[config.mk]
export PLATFORM = sky130hd
export DESIGN_NAME = sigmoid_simd_collector
export DESIGN_NICKNAME = d
export VERILOG_FILES = /design/src/rtl/sigmoid_simd_collector.sv
export SDC_FILE = /design/constraint.sdc
export NUM_CORES = 1
export LEC_CHECK = 0
export BUFFER_PORTS_ARGS = -buffer_cell sky130_fd_sc_hd__buf_4
export CAP_MARGIN = 20
export CORE_MARGIN = 8
export CORE_UTILIZATION = 55
export DETAILED_ROUTE_END_ITERATION = 12
export GPL_ROUTABILITY_DRIVEN = 0
export PLACE_DENSITY = 0.76
export SKIP_CTS_REPAIR_TIMING = 1
export SYNTH_ARGS = -nofsm -noshare
export SYNTH_HDL_FRONTEND = slang
export SYNTH_SLANG_ARGS = --single-unit
[constraint.sdc]
create_clock -name clk -period 13 [get_ports clk]
set_clock_uncertainty 0.1 [all_clocks]
set_input_delay 1.3 -clock clk [delete_from_list [all_inputs] [get_ports clk]]
set_output_delay 1.3 -clock clk [all_outputs]
set_load 0.005 [all_outputs]
[src/rtl/sigmoid_simd_collector.sv]
// sigmoid_simd_collector
// Consumer end of a 2-lane SIMD sigmoid output interface. Q5.11 result pairs
// arrive with a valid only and no backpressure. They are stored in a pair
// FIFO and serialized onto one ready/valid stream, lane 0 first and then
// lane 1. Each sample carries its index in the original sample order.
// Sticky flags report dropped pairs and samples outside [0.0, 1.0].
//
// Ports:
//   clk, rst_n         clock; asynchronous active-low reset
//   clear              synchronous flush of FIFO, lane FSM, index and flags
//   y0_in, y1_in       lane 0 (even) and lane 1 (odd) results, signed Q5.11
//   valid_in           the input pair is valid this cycle
//   out_data, out_idx  serialized sample and its index tag
//   out_valid          out_data/out_idx valid; out_ready accepts
//   pair_count         number of pairs currently stored
//   overflow           sticky: a pair was dropped because the FIFO was full
//   range_err          sticky: an accepted sample was < 0 or > 1.0
module sigmoid_simd_collector #(
  parameter int DATA_W = 16,
  parameter int DEPTH  = 8,
  parameter int IDX_W  = 8
) (
  input  logic                       clk,
  input  logic                       rst_n,
  input  logic                       clear,
  input  logic [DATA_W-1:0]          y0_in,
  input  logic [DATA_W-1:0]          y1_in,
  input  logic                       valid_in,
  output logic [DATA_W-1:0]          out_data,
  output logic [IDX_W-1:0]           out_idx,
  output logic                       out_valid,
  input  logic                       out_ready,
  output logic [$clog2(DEPTH):0]     pair_count,
  output logic                       overflow,
  output logic                       range_err
);

  localparam int PTR_W = $clog2(DEPTH);
  localparam int CNT_W = PTR_W + 1;
  // 1.0 in Q(DATA_W-11).11 format, which is 0x0800 for a 16-bit sample
  localparam logic signed [DATA_W-1:0] ONE_Q = DATA_W'(1 << (DATA_W - 5));

  typedef enum logic {LANE0, LANE1} lane_e;

  logic [DATA_W-1:0] y0_mem_q  [DEPTH];
  logic [DATA_W-1:0] y1_mem_q  [DEPTH];
  logic [IDX_W-1:0]  idx_mem_q [DEPTH];

  logic [PTR_W-1:0] wr_q, rd_q;
  logic [CNT_W-1:0] count_q;
  logic [IDX_W-1:0] in_idx_q;
  logic             overflow_q, range_err_q;
  lane_e            lane_q, lane_d;

  logic hs, pop, full, push, drop;

  function automatic logic out_of_range(input logic [DATA_W-1:0] y);
    return y[DATA_W-1] || ($signed(y) > ONE_Q);
  endfunction

  assign out_valid  = (count_q != '0);
  assign pair_count = count_q;
  assign overflow   = overflow_q;
  assign range_err  = range_err_q;

  // When the FIFO is full, a pair may still enter if the head pair leaves
  // on the same edge.
  always_comb begin
    hs   = out_valid && out_ready;
    pop  = hs && (lane_q == LANE1);
    full = (count_q == CNT_W'(DEPTH));
    push = valid_in && (!full || pop);
    drop = valid_in && full && !pop;
  end

  // The lane FSM toggles on every handshake. Clear returns it to lane 0.
  always_comb begin
    lane_d = lane_q;
    if (clear) begin
      lane_d = LANE0;
    end else if (hs) begin
      lane_d = (lane_q == LANE0) ? LANE1 : LANE0;
    end
  end

  always_ff @(posedge clk or negedge rst_n) begin
    if (!rst_n) begin
      lane_q <= LANE0;
    end else begin
      lane_q <= lane_d;
    end
  end

  // Outputs come only from stored state. They are forced to zero while the
  // FIFO is empty, so that reset and clear leave out_data and out_idx at 0.
  always_comb begin
    out_data = '0;
    out_idx  = '0;
    if (out_valid) begin
      if (lane_q == LANE1) begin
        out_data = y1_mem_q[rd_q];
        out_idx  = idx_mem_q[rd_q] + IDX_W'(1);
      end else begin
        out_data = y0_mem_q[rd_q];
        out_idx  = idx_mem_q[rd_q];
      end
    end
  end

  // The storage array has no reset. Entries are read only after a push.
  always_ff @(posedge clk) begin
    if (push && !clear) begin
      y0_mem_q[wr_q]  <= y0_in;
      y1_mem_q[wr_q]  <= y1_in;
      idx_mem_q[wr_q] <= in_idx_q;
    end
  end

  // Pointers, occupancy, index counter and sticky flags. The index counter
  // also advances on dropped pairs, so a drop appears downstream as an index gap.
  always_ff @(posedge clk or negedge rst_n) begin
    if (!rst_n) begin
      wr_q        <= '0;
      rd_q        <= '0;
      count_q     <= '0;
      in_idx_q    <= '0;
      overflow_q  <= 1'b0;
      range_err_q <= 1'b0;
    end else if (clear) begin
      wr_q        <= '0;
      rd_q        <= '0;
      count_q     <= '0;
      in_idx_q    <= '0;
      overflow_q  <= 1'b0;
      range_err_q <= 1'b0;
    end else begin
      if (push) begin
        wr_q <= wr_q + PTR_W'(1);
        if (out_of_range(y0_in) || out_of_range(y1_in)) begin
          range_err_q <= 1'b1;
        end
      end
      if (pop) begin
        rd_q <= rd_q + PTR_W'(1);
      end
      if (push && !pop) begin
        count_q <= count_q + CNT_W'(1);
      end else if (pop && !push) begin
        count_q <= count_q - CNT_W'(1);
      end
      if (drop) begin
        overflow_q <= 1'b1;
      end
      if (valid_in) begin
        in_idx_q <= in_idx_q + IDX_W'(2);
      end
    end
  end

endmodule

Yosys cells after proc, flatten, opt, wreduce, memory -nomap -nowiden --
Memory sizes are Yosys's and may differ from the RTL's. Index checks and enable logic that the tools add are counted.
Word-level totals: RAM bits 320, logic and storage cells 67, ROM bits 0, flip-flop bits (word level) 21, input bits 37, output and inout port bits 31, bits in latches 0, memories 3
Operators by class: add/subtract/negate cells 6, div/mod/pow operators 0, equality and inequality tests 1, bitwise gates (word level) 0, multiplexer cells 23, shift-type cells 0, magnitude comparators 2, reduce and logical (&&, ||, !) cells 25, multiply operators 0
Memory list:
- y0_mem_q | depth 8, bits a word 16, read ports 1, clocked after memory_dff 0, wr ports 1, RTL line 45 | logic [DATA_W-1:0] y0_mem_q [DEPTH];
- y1_mem_q | depth 8, bits a word 16, read ports 1, clocked after memory_dff 0, wr ports 1, RTL line 46 | logic [DATA_W-1:0] y1_mem_q [DEPTH];
- idx_mem_q | depth 8, bits a word 8, read ports 1, clocked after memory_dff 0, wr ports 1, RTL line 47 | logic [IDX_W-1:0] idx_mem_q [DEPTH];
Operators with widths (count):
- 16-bit by 13-bit greater-than comparator with 1-bit output, second input constant | 2
- 16-bit two-way mux | 2
- 8-bit two-way mux | 4
- 3-bit two-way mux | 4
- 4-bit two-way mux | 3
- 2-bit nonzero test | 6
- 1-bit two-way mux | 10
- 8-bit by 1-bit adder with 8-bit output, second input constant | 1
- 8-bit by 2-bit adder with 8-bit output, second input constant | 1
- 1-bit logical AND | 8
- 3-bit by 1-bit adder with 3-bit output, second input constant | 2
- 4-bit by 1-bit adder with 4-bit output, second input constant | 1
- 4-bit == test, second input constant | 1
- 1-bit zero test | 4
- 1-bit logical OR | 4
- 4-bit nonzero test | 1
- 4-bit by 1-bit subtractor with 4-bit output, second input constant | 1
- 3-bit nonzero test | 1
- 2-bit AND reduction | 1

Depth between registers and ports, before layout --
Gate-level depths: netlist (run 1).
word-level depth 10, gate-level depth with buffers 8, gate-level depth less buffers 7

Least setup slack after synthesis (run 1) --
Ideal clock, no wire load.
path type in2reg, from in out_ready, to mem idx_mem_q[0][1], enable pin, stages on the path 4, arrival time 4621 ps, slack 7796 ps, path through a21bo_2 > o21ai_0 > or3_1 > nor3_1
Between the ends: cells in the longest elaborated chain, start to end 7
RTL lines:
- start: declaration | RTL line 32 | input logic out_ready,
- 1-bit logical AND | RTL line 69 | hs = out_valid && out_ready;
- 1-bit logical AND | RTL line 70 | pop = hs && (lane_q == LANE1);
- 1-bit logical OR | RTL line 72 | push = valid_in && (!full || pop);
- 1-bit logical AND | RTL line 72
- 1-bit logical AND | RTL line 112 | if (push && !clear) begin
- 1-bit two-way mux | RTL line 112
- 1-bit two-way mux (implied by the code) | RTL line 115 | idx_mem_q[wr_q] <= in_idx_q;
- end: declaration | RTL line 47
Every way passes these cells.

Worst setup path after layout (run 1) --
from reg rd_q[0], to out out_data[10]
Between the ends: cells in the longest elaborated chain, start to end 3
RTL lines:
- start: declaration | RTL line 49 | logic [PTR_W-1:0] wr_q, rd_q;
- start signal: assignment | RTL line 144 | rd_q <= rd_q + PTR_W'(1);
- memory read 8 x 16 bit (on tied branches)
- 16-bit two-way mux * | RTL line 100 | if (lane_q == LANE1) begin
- 16-bit two-way mux * | RTL line 99 | if (out_valid) begin
- end: declaration | RTL line 29 | output logic [DATA_W-1:0] out_data,
Every way passes the cells marked *; elsewhere a longest branch is shown, timed or not.

==> run metrics, run 1 <==
Die Height 170 um; Crit Path Class flop to output port; overall fraction of global-route tracks in use 0.180; WL/cell 24.4 um; Reg power frac 0.480; highest clock frequency the design can meet 0.208 GHz; insertion delay of the later-clocked pin in the worst-skew pair 0.56 ns; biggest area contributors in the synthesized netlist sky130_fd_sc_hd__edfxtp_1 (72%), sky130_fd_sc_hd__mux4_2 (13%), sky130_fd_sc_hd__dfrtp_1 (3.8%); Fin Setup TNS 0 ns; power density normalized to cell area 172 nW/um2; storage element area 9880 um2; DRC 0; Max-Cap Viols 0; Critical Path Sink Type output port; part of the power in combinational logic 0.167; async set or reset register ratio after synthesis 0.0602; mean instance size in the synthesized netlist 21.1 um2; largest area contributor in the netlist sky130_fd_sc_hd__edfxtp_1; distinct cell type count of the synthesized netlist 45; Num Clock Sinks 332; shortest clock period the worst path allows after layout 4.82 ns; Post-synth EDFFs 312; Worst Path Max Fanout 41; number of warnings issued by yosys 0; RSZ-0062 raised after global routing false; P&R area growth vs syn 14.8%; Final #Nets 746; area of the die 29000 um2; transition at the pin with the smallest max-transition slack 1.01 ns; required time of the worst setup path 11.60 ns; Max Transition Viols Final 0; number of fillers in the final layout 1580; count of buffers from port buffering 67; minimum hold slack 0.411 ns; GRT overflow 0; synthesized net count 663; most repeated cell in the gate-level netlist after synthesis sky130_fd_sc_hd__edfxtp_1; number of detailed-route iterations in the first pass 4; reg-to-reg slack, setup 9.58 ns; r2r worst-path depth 6; DR vias/cell 5.96; post-route clock period utilization 0.371; drt first-iter violations 489; clock tree buffer depth 3; Max stage delay cell, worst path sky130_fd_sc_hd__dfrtp_4; area of the core region 23400 um2; cells along the critical path buf_4 > mux4_2 > mux2i_1 > o22ai_1 > buf_4; peak per-stage delay on the critical path 0.95 ns; Critical R2R Capture y0_mem_q[7][13]$_DFFE_PP_; share of the synthesized area in the top cell type 0.717; placed wire-length estimate after detailed placement 15200 um; clock slew at reported path FFs 0.06 ns; worst flop-to-flop path startpoint lane_q$_DFFE_PN0P_; primary flip-flop cell chosen by synthesis mapping sky130_fd_sc_hd__edfxtp_1; instance count of the mapped netlist 620; outcome finished, final reports clean; final-report hold violation count 0; diodes inserted 0; relative contribution of the clock network to total power 0.354; number of antenna violations at the first check in global routing 0; Via Count 6236; pin count of the biggest net entering global routing 65; Post-DRT Antenna Nets 0; number of buffers created by CTS 31; number of synthesized register bits 332; CP dominant cell by count sky130_fd_sc_hd__buf_4; peak supply drop 102 uV; switching power 0.630 mW; path class of the lowest-slack min-delay path flop to flop; total routed wirelength 25600 um; starting density of the core 0.558; worst setup path end out_data[10]; fraction of final layout cells with drive strength greater than 1 0.313; maximum level of the CTS H-tree 1; tightest slew margin relative to the limit 0.327; area used by multi-input combinational logic 3050 um2; post-synthesis instance area 13100 um2; startpoint kind of the worst setup timing path flop; clock tree from TritonCTS done; proportion of synthesized chip area in sequential cells 0.755; arrival time reported for the critical path endpoint 3.42 ns; switch share 0.244; number of failing setup endpoints in the final timing report 0; global-route wire length before repair 39100 um; number of global-route vias before repair 6666; most frequent cells after synthesis sky130_fd_sc_hd__edfxtp_1 (312), sky130_fd_sc_hd__mux4_2 (78), sky130_fd_sc_hd__mux2i_1 (40); number of top-level design ports 68; worst setup path startpoint rd_q[0]$_DFFE_PN0P_; P_leak 4.82 nW; Horiz. Die Dim 170 um; Internal Power 1.95 mW; row cnt 56; cell chosen for the clock root sky130_fd_sc_hd__clkbuf_16
final cells by class:
type                            count  area share
Sequential cell                   332       0.658
Inverter                            6     0.00150
Tap cell                          319      0.0266
Multi-Input combinational cell    251       0.204
Timing Repair Buffer               81      0.0404
Clock buffer                       33      0.0522
Clock inverter                     25      0.0177
flip-flops by register name (all words and copies together) (netlist names), 3 cells and up:
signal      flops
pair_count      4
rd_q            3
y1_mem_q      128
wr_q            3
y0_mem_q      128
in_idx_q        7
idx_mem_q      56
stage by stage:
stage | power [mW] | utilization | instances | worst slack (ns) | cell area [um2]
6_report | 2.58 | 0.641 | 1047 | 8.18 | 15000
5_1_grt | 2.67 | 0.641 | 1047 | 7.94 | 15000
4_1_cts | 2.61 | 0.641 | 1046 | 7.84 | 15000
3_5_place_dp | 1.70 | 0.596 | 988 | 8.45 | 14000
3_3_place_gp | 1.68 | 0.596 | 988 | 8.53 | 14000
2_1_floorplan | 1.53 | - | 620 | 7.80 | 13100
metal layers:
layer	global-route usage	share of wire	vias up
met5	0	0	-
met4	0.0400	0.015	0
met3	0.0329	0.051	37
met2	0.316	0.52	149
met1	0.231	0.41	3308
li1	-	-	2742
power by group through the flow:
stage	Combinational (mW)	Sequential, mW	Clock (mW)
after detailed placement	0.435	1.26	0
after floorplan	0.291	1.24	0
final	0.430	1.24	0.913
after global placement	0.427	1.26	0
after CTS	0.437	1.24	0.929
after global routing	0.466	1.24	0.964
kinds of logic after synthesis:
kind of cell / Yosys count / synth area share
DFF: 332 / 0.755
muxes: 118 / 0.165
and+or+nand+nor: 71 / 0.0258
AOI/OAI and AO/OA: 46 / 0.0257
buffers and inverters: 37 / 0.0154
xor gates and xnor gates: 10 / 0.00670
adders and majority gates: 6 / 0.00632
worst min path at each step:
stage / end / from / cells after the start / slack [ns]
finish: overflow$_DFFE_PN0P_ / overflow$_DFFE_PN0P_ / 2 / 0.41
global route: overflow$_DFFE_PN0P_ / overflow$_DFFE_PN0P_ / 2 / 0.45
CTS: overflow$_DFFE_PN0P_ / overflow$_DFFE_PN0P_ / 2 / 0.42
detailed placement: overflow$_DFFE_PN0P_ / overflow$_DFFE_PN0P_ / 2 / 0.40
global placement: overflow$_DFFE_PN0P_ / overflow$_DFFE_PN0P_ / 2 / 0.39
floorplan: overflow$_DFFE_PN0P_ / overflow$_DFFE_PN0P_ / 2 / 0.39
placed cells by master (no fill, tap or decap), types with 2 or more instances in the layout:
cell / instances
sky130_fd_sc_hd__a21o_1: 3
sky130_fd_sc_hd__a21oi_1: 7
sky130_fd_sc_hd__a221oi_1: 2
sky130_fd_sc_hd__and2_1: 2
sky130_fd_sc_hd__buf_4: 80
sky130_fd_sc_hd__bufinv_16: 5
sky130_fd_sc_hd__clkbuf_1: 2
sky130_fd_sc_hd__clkbuf_16: 31
sky130_fd_sc_hd__clkinv_1: 4
sky130_fd_sc_hd__clkinv_2: 9
sky130_fd_sc_hd__clkinvlp_4: 5
sky130_fd_sc_hd__dfrtp_1: 17
sky130_fd_sc_hd__dfrtp_2: 2
sky130_fd_sc_hd__edfxtp_1: 312
sky130_fd_sc_hd__ha_1: 5
sky130_fd_sc_hd__inv_1: 6
sky130_fd_sc_hd__mux2i_1: 40
sky130_fd_sc_hd__mux4_2: 78
sky130_fd_sc_hd__nand2_1: 10
sky130_fd_sc_hd__nand2b_1: 3
sky130_fd_sc_hd__nand3_1: 8
sky130_fd_sc_hd__nand4_1: 3
sky130_fd_sc_hd__nor2_1: 22
sky130_fd_sc_hd__nor2_4: 6
sky130_fd_sc_hd__nor3_1: 5
sky130_fd_sc_hd__nor3_2: 2
sky130_fd_sc_hd__nor4_1: 5
sky130_fd_sc_hd__o21ai_0: 5
sky130_fd_sc_hd__o22ai_1: 16
sky130_fd_sc_hd__or3_1: 4
sky130_fd_sc_hd__xnor2_1: 3
sky130_fd_sc_hd__xor2_1: 7
worst max-delay path: cells and delay by family (launching register included):
kind / cells / cell delay, ns
buffers and inverters: 2 / 0.98
DFF: 1 / 0.95
muxes: 2 / 0.76
AOI/OAI and AO/OA: 1 / 0.15
No activity file was read; power rests on OpenSTA's default activity.
==> run 2, diff against run 1 <==
Clock period 13 ns to 4.8 ns, I/O delays scaled along.
==> run metrics, run 2 (same netlist as run 1, synthesis figures left out) <==
Critical Path Sink Type output port; maximum level of the CTS H-tree 1 (unchanged); insertion delay of the later-clocked pin in the worst-skew pair 0.54 ns (-0.02 ns); Critical R2R Capture pair_count[3]$_DFFE_PN0P_; starting density of the core 0.558 (unchanged); highest-count cells in the layout ignoring fill and taps sky130_fd_sc_hd__edfxtp_1 (312), sky130_fd_sc_hd__buf_4 (81), sky130_fd_sc_hd__mux4_2 (78), sky130_fd_sc_hd__mux2i_1 (40), sky130_fd_sc_hd__clkbuf_16 (31); Max-Cap Viols 0 (unchanged); drt first-iter violations 560 (+15%); count of placed standard cells including taps 990 (+0.20%); startpoint kind of the worst setup timing path flop; peak per-stage delay on the critical path 0.76 ns (-0.19 ns); most common cell after layout, fill and taps aside sky130_fd_sc_hd__edfxtp_1; P_leak 4.80 nW (-0.44%); number of failing setup endpoints in the final timing report 0 (unchanged); DRC 0 (unchanged); cells along the critical path buf_12 > mux4_2 > mux2i_1 > o22ai_1 > buf_4; RSZ-0062 raised after global routing false; transition at the pin with the smallest max-transition slack 0.954 ns (-0.0549 ns); r2r worst-path depth 8 (+2); switching power 1.68 mW (+170%); power density normalized to cell area 461 nW/um2 (+170%); clock tree buffer depth 3 (unchanged); outcome finished, final reports clean; clock tree from TritonCTS done; peak supply drop 264 uV (+160%); area of the core region 23400 um2 (unchanged); Num Clock Sinks 332 (unchanged); total routed wirelength 26000 um (+1.6%); required time of the worst setup path 4.22 ns (-7.38 ns); number of buffers created by CTS 31 (unchanged); diodes inserted 0 (unchanged); DR vias/cell 6.12 (+2.7%); area used by multi-input combinational logic 3050 um2 (unchanged); GRT overflow 0 (unchanged); Horiz. Die Dim 170 um (unchanged); cell chosen for the clock root sky130_fd_sc_hd__clkbuf_16; Die Height 170 um (unchanged); Max stage delay cell, worst path sky130_fd_sc_hd__dfrtp_4; area of the die 29000 um2 (unchanged); overall fraction of global-route tracks in use 0.183 (+0.00307); pin count of the biggest net entering global routing 57 (-12%); Via Count 6395 (+2.5%); highest clock frequency the design can meet 0.282 GHz; post-placement cell area 14000 um2 (+0.20%); WL/cell 24.9 um (+1.8%); Reg power frac 0.485 (+0.005); Post-DRT Antenna Nets 0 (unchanged); clock slew at reported path FFs 0.06 ns (about the same); reg-to-reg slack, setup 1.75 ns (-7.83 ns); P&R area growth vs syn 14.5%; post-route design area 15000 um2 (-0.28%); arrival time reported for the critical path endpoint 2.97 ns (-0.45 ns); number of detailed-route iterations in the first pass 5 (+1); path class of the lowest-slack min-delay path input pin to flop; storage element area 9880 um2 (unchanged); number of global-route vias before repair 6835 (+2.5%); final cell utilization of the core 0.639 (-0.00182); number of fillers in the final layout 1581 (+0.063%); global-route wire length before repair 40300 um (+2.9%); number of antenna violations at the first check in global routing 1 (+1); placed wire-length estimate after detailed placement 15500 um (+2.5%); minimum hold slack 0.0664 ns (-0.345 ns); worst flop-to-flop path startpoint lane_q$_DFFE_PN0P_; part of the power in combinational logic 0.175 (+0.008); Largest regs y0_mem_q x128, y1_mem_q x128, idx_mem_q x56; number of top-level design ports 68 (unchanged); Worst Path Max Fanout 56 (+37%); Crit Path Class flop to output port; Final #Nets 748 (+0.27%); Max Transition Viols Final 0 (unchanged); shortest clock period the worst path allows after layout 3.55 ns; relative contribution of the clock network to total power 0.340 (-0.014); post-route clock period utilization 0.739; final-report hold violation count 0 (unchanged); worst setup path startpoint rd_q[0]$_DFFE_PN0P_; count of buffers from port buffering 67 (unchanged); worst setup path end out_data[10]; switch share 0.243 (-0.000732); row cnt 56 (unchanged); filler-free cell count of the finished design 1045 (-0.19%); Internal Power 5.22 mW (+170%); tightest slew margin relative to the limit 0.364 (+0.0366); Fin Setup TNS 0 ns (unchanged); fraction of final layout cells with drive strength greater than 1 0.300 (-0.0129)
run 2: cell count changes in the layout (fill, tap and decap cells not counted), moves of 2 or more:
| cell | delta |
|---|---|
| sky130_fd_sc_hd__clkbuf_1 | +9 |
| sky130_fd_sc_hd__clkinvlp_4 | -4 |
| sky130_fd_sc_hd__bufinv_16 | -2 |
| sky130_fd_sc_hd__clkinv_1 | -2 |
| sky130_fd_sc_hd__clkinv_2 | -6 |
| sky130_fd_sc_hd__clkbuf_8 | +2 |
run 2: worst min path at each step:
stage / cells past startpoint / endpoint / slack [ns] / start
detailed placement: 1 / pair_count[3]$_DFFE_PN0P_ / 0.28 / rst_n
floorplan: 0 / in_idx_q[1]$_DFFE_PN0N_ / 0.08 / rst_n
finish: 1 / y1_mem_q[1][1]$_DFFE_PP_ / 0.07 / y1_in[1]
global route: 1 / y1_mem_q[4][1]$_DFFE_PP_ / 0.05 / y1_in[1]
global placement: 1 / pair_count[3]$_DFFE_PN0P_ / 0.28 / rst_n
CTS: 1 / wr_q[2]$_DFFE_PN0P_ / -0.29 / rst_n
run 2: stage by stage:
stage / worst slack, ns / power [mW]
floorplan: 0.352 / 4.16
global placement: 1.79 / 4.59
detailed placement: 1.79 / 4.62
CTS: 1.16 / 6.95
global route: 0.994 / 7.16
finish: 1.25 / 6.90
run 2: final cells by class:
type	instances	share of cell area
multi-input cells	251	0.204
repair buffers	83	0.0426
clock buffers	44	0.0564
flip-flops and latches	332	0.660
inverters	6	0.00151
well taps	319	0.0267
clock inverters	10	0.00861
run 2: routing by layer:
layer,track usage,wire length (um),vias to the layer above
met5,0,13,-
met4,0.0576,724,2
met3,0.0317,1540,48
met2,0.309,13100,226
met1,0.241,10600,3373
li1,-,-,2746
run 2: power groups by stage:
| stage | Clock (mW) | Combinational (mW) | Sequential, mW |
|---|---|---|---|
| 3_3_place_gp | 0 | 1.19 | 3.39 |
| 2_1_floorplan | 0 | 0.788 | 3.37 |
| 6_report | 2.35 | 1.21 | 3.34 |
| 3_5_place_dp | 0 | 1.22 | 3.40 |
| 4_1_cts | 2.38 | 1.23 | 3.34 |
| 5_1_grt | 2.49 | 1.31 | 3.36 |
run 2: critical path: cells and delay by family, from the launching register on:
kind / cells / cell delay, ns
AO/OA/AOI/OAI: 1 / 0.14
buffers and inverters: 2 / 0.66
multiplexers: 2 / 0.83
flip-flops: 1 / 0.76
==> run 3, diff against run 2 <==
Settings changed: ABC_AREA set to 1, PLACE_DENSITY 0.76 to 0.79.
Clock period 4.8 ns to 3 ns, I/O delays scaled along.
==> run metrics, run 3 <==
Crit Path Class flop to output port; Via Count 9660 (+51%); starting density of the core 0.554 (-0.00490); most common cell after layout, fill and taps aside sky130_fd_sc_hd__edfxtp_1; relative contribution of the clock network to total power 0.319 (-0.021); insertion delay of the later-clocked pin in the worst-skew pair 0.50 ns (-0.04 ns); worst slack after detailed placement 0.583 ns (-1.21 ns); transition at the pin with the smallest max-transition slack 0.595 ns (-0.359 ns); path class of the lowest-slack min-delay path input pin to flop; final-report hold violation count 0 (unchanged); highest-count cells in the layout ignoring fill and taps sky130_fd_sc_hd__edfxtp_1 (312), sky130_fd_sc_hd__nand2_1 (280), sky130_fd_sc_hd__nor2_1 (201), sky130_fd_sc_hd__nand3_1 (125), sky130_fd_sc_hd__o21ai_0 (95); clock tree buffer depth 3 (unchanged); WL/cell 20.1 um (-19%); Largest regs y0_mem_q x128, y1_mem_q x128, idx_mem_q x56; arrival time reported for the critical path endpoint 2.57 ns (-0.40 ns); worst setup path startpoint pair_count[1]$_DFFE_PN0P_; clock slew at reported path FFs 0.06 ns (about the same); required time of the worst setup path 2.60 ns (-1.62 ns); number of buffers created by CTS 35 (+13%); number of detailed-route iterations in the first pass 6 (+1); hold_sp valid_in; clock tree from TritonCTS done; setup slack after layout 0.0289 ns (-1.22 ns); share of the synthesized area in the top cell type 0.682 (-0.0349); overall fraction of global-route tracks in use 0.219 (+0.0361); DRC 0 (unchanged); total routed wirelength 34000 um (+31%); number of top-level design ports 68 (unchanged); startpoint kind of the worst setup timing path flop; Worst Path Max Fanout 10 (-82%); Reg power frac 0.414 (-0.071); count of buffers from port buffering 67 (unchanged); row cnt 58 (+3.6%); part of the power in combinational logic 0.267 (+0.092); area of the die 30300 um2 (+4.6%); distinct cell type count of the synthesized netlist 25 (-44%); async set or reset register ratio after synthesis 0.0602 (unchanged); biggest area contributors in the synthesized netlist sky130_fd_sc_hd__edfxtp_1 (68%), sky130_fd_sc_hd__nand2_1 (7.6%), sky130_fd_sc_hd__nor2_1 (5.7%); Internal Power 8.99 mW (+72%); primary flip-flop cell chosen by synthesis mapping sky130_fd_sc_hd__edfxtp_1; peak supply drop 751 uV (+190%); Horiz. Die Dim 174 um (+2.3%); post-synthesis instance area 13700 um2 (+5.1%); maximum level of the CTS H-tree 2 (+1); minimum hold slack 0.0192 ns (-0.0471 ns); number of global-route vias before repair 9468 (+39%); Critical Path Sink Type output port; outcome finished, final reports clean; number of synthesized register bits 332 (unchanged); Post-DRT Antenna Nets 0 (unchanged); Max-Cap Viols 0 (unchanged); switch share 0.308 (+0.0649); number of fillers in the final layout 1789 (+13%); P_leak 6.17 nW (+29%); P&R area growth vs syn 18.5%; placed wire-length estimate after detailed placement 19800 um (+27%); shortest clock period the worst path allows after layout 2.97 ns; pin count of the biggest net entering global routing 69 (+21%); final cell utilization of the core 0.656 (+0.0165); number of warnings issued by yosys 0 (unchanged); Post-synth EDFFs 312 (unchanged); area used by multi-input combinational logic 3390 um2 (+11%); tightest slew margin relative to the limit 0.601 (+0.237); mean instance size in the synthesized netlist 11.2 um2 (-47%); switching power 4.00 mW (+140%); Max Transition Viols Final 0 (unchanged); Die Height 174 um (+2.3%); synthesized net count 1268 (+91%); number of antenna violations at the first check in global routing 2 (+1); largest area contributor in the netlist sky130_fd_sc_hd__edfxtp_1; cell chosen for the clock root sky130_fd_sc_hd__clkbuf_16; number of failing setup endpoints in the final timing report 0 (unchanged); Final #Nets 1375 (+84%); instance count of the mapped netlist 1225 (+98%); area of the core region 24800 um2 (+6.1%); most repeated cell in the gate-level netlist after synthesis sky130_fd_sc_hd__edfxtp_1; post-route clock period utilization 0.990; Num Clock Sinks 332 (unchanged); highest clock frequency the design can meet 0.337 GHz; worst flop-to-flop path startpoint pair_count[1]$_DFFE_PN0P_; most frequent cells after synthesis sky130_fd_sc_hd__edfxtp_1 (312), sky130_fd_sc_hd__nand2_1 (280), sky130_fd_sc_hd__nor2_1 (209); proportion of synthesized chip area in sequential cells 0.718 (-0.0368); storage element area 9880 um2 (about the same); fraction of final layout cells with drive strength greater than 1 0.120 (-0.180); drt first-iter violations 1138 (+100%); global-route wire length before repair 52100 um (+29%); power density normalized to cell area 798 nW/um2 (+73%); DR vias/cell 5.72 (-6.5%); GRT overflow 0 (unchanged)
-- run 3: changes by cell type after synthesis, sizes merged, moves of 6 or more --
cell    change
nand2     +270
nor2      +181
nand3     +117
o21ai     +102
mux4       -78
inv        +47
mux2i      -40
buf        +29
a21oi      +17
clkbuf      +7
nor4        -6
-- run 3: power groups by stage --
stage	logic, mW	clock network (mW)	registers, mW
2_1_floorplan	1.95	0	5.42
3_3_place_gp	3.27	0	5.47
3_5_place_dp	3.35	0	5.48
4_1_cts	3.39	4.19	5.39
5_1_grt	3.80	4.37	5.40
6_report	3.47	4.14	5.38
-- run 3: cells by family (layout without fill, tap and decap cells) --
logic type	Yosys count	after routing	share of synthesized area
simple gates	618	618	0.181
flops	332	332	0.718
compound gates	144	144	0.0536
buf+inv	122	255	0.0392
other cells	0	1	0
xor+xnor	3	3	0.00191
fa+ha+maj	6	6	0.00601
-- run 3: per-layer routing --
layer	global-route usage	vias up	wire, um
li1	-	4417	-
met1	0.281	4632	13400
met2	0.367	516	16600
met3	0.0388	93	2950
met4	0.0841	2	1070
met5	0	-	14
-- run 3: worst max-delay path, stage by stage, from the launching register on --
cell,delay [ns]
sky130_fd_sc_hd__dfrtp_1,0.43
sky130_fd_sc_hd__nor2_1,0.09
sky130_fd_sc_hd__nand2_1,0.10
sky130_fd_sc_hd__buf_4,0.21
sky130_fd_sc_hd__clkinv_1,0.47
sky130_fd_sc_hd__buf_4,0.37
sky130_fd_sc_hd__a21oi_1,0.24
sky130_fd_sc_hd__buf_4,0.17
-- run 3: final timing paths --
kind | endpoint | slack, ns | cells after the start
max in group asynchronous | rd_q[0]$_DFFE_PN0P_ | 2.44 | 2
worst min register to register | range_err$_DFFE_PN0P_ | 0.39 | 2
min in group asynchronous | pair_count[0]$_DFFE_PN0P_ | 0.12 | 2
worst max register to register | y1_mem_q[5][13]$_DFFE_PP_ | 0.54 | 9
worst max-delay path | out_data[8] | 0.03 | 7
worst min-delay path | in_idx_q[1]$_DFFE_PN0N_ | 0.02 | 3
-- run 3: metrics by stage --
stage,std cells,cell area (um2),power (mW),TNS [ns]
floorplan,1225,13700,7.37,-81.92
global placement,1589,14800,8.74,0
detailed placement,1589,14800,8.84,0
CTS,1652,15900,13.0,0
global route,1689,16300,13.6,-0.00520
finish,1689,16300,13.0,0
-- run 3: cell type report --
cell class	count	share of cell area
timing repair buffer	137	0.0786
multi-input combinational	771	0.209
tap	330	0.0254
clock inverter	16	0.00792
inverter	55	0.0128
sequential	332	0.607
antenna	1	0.000154
clock buffer	47	0.0598
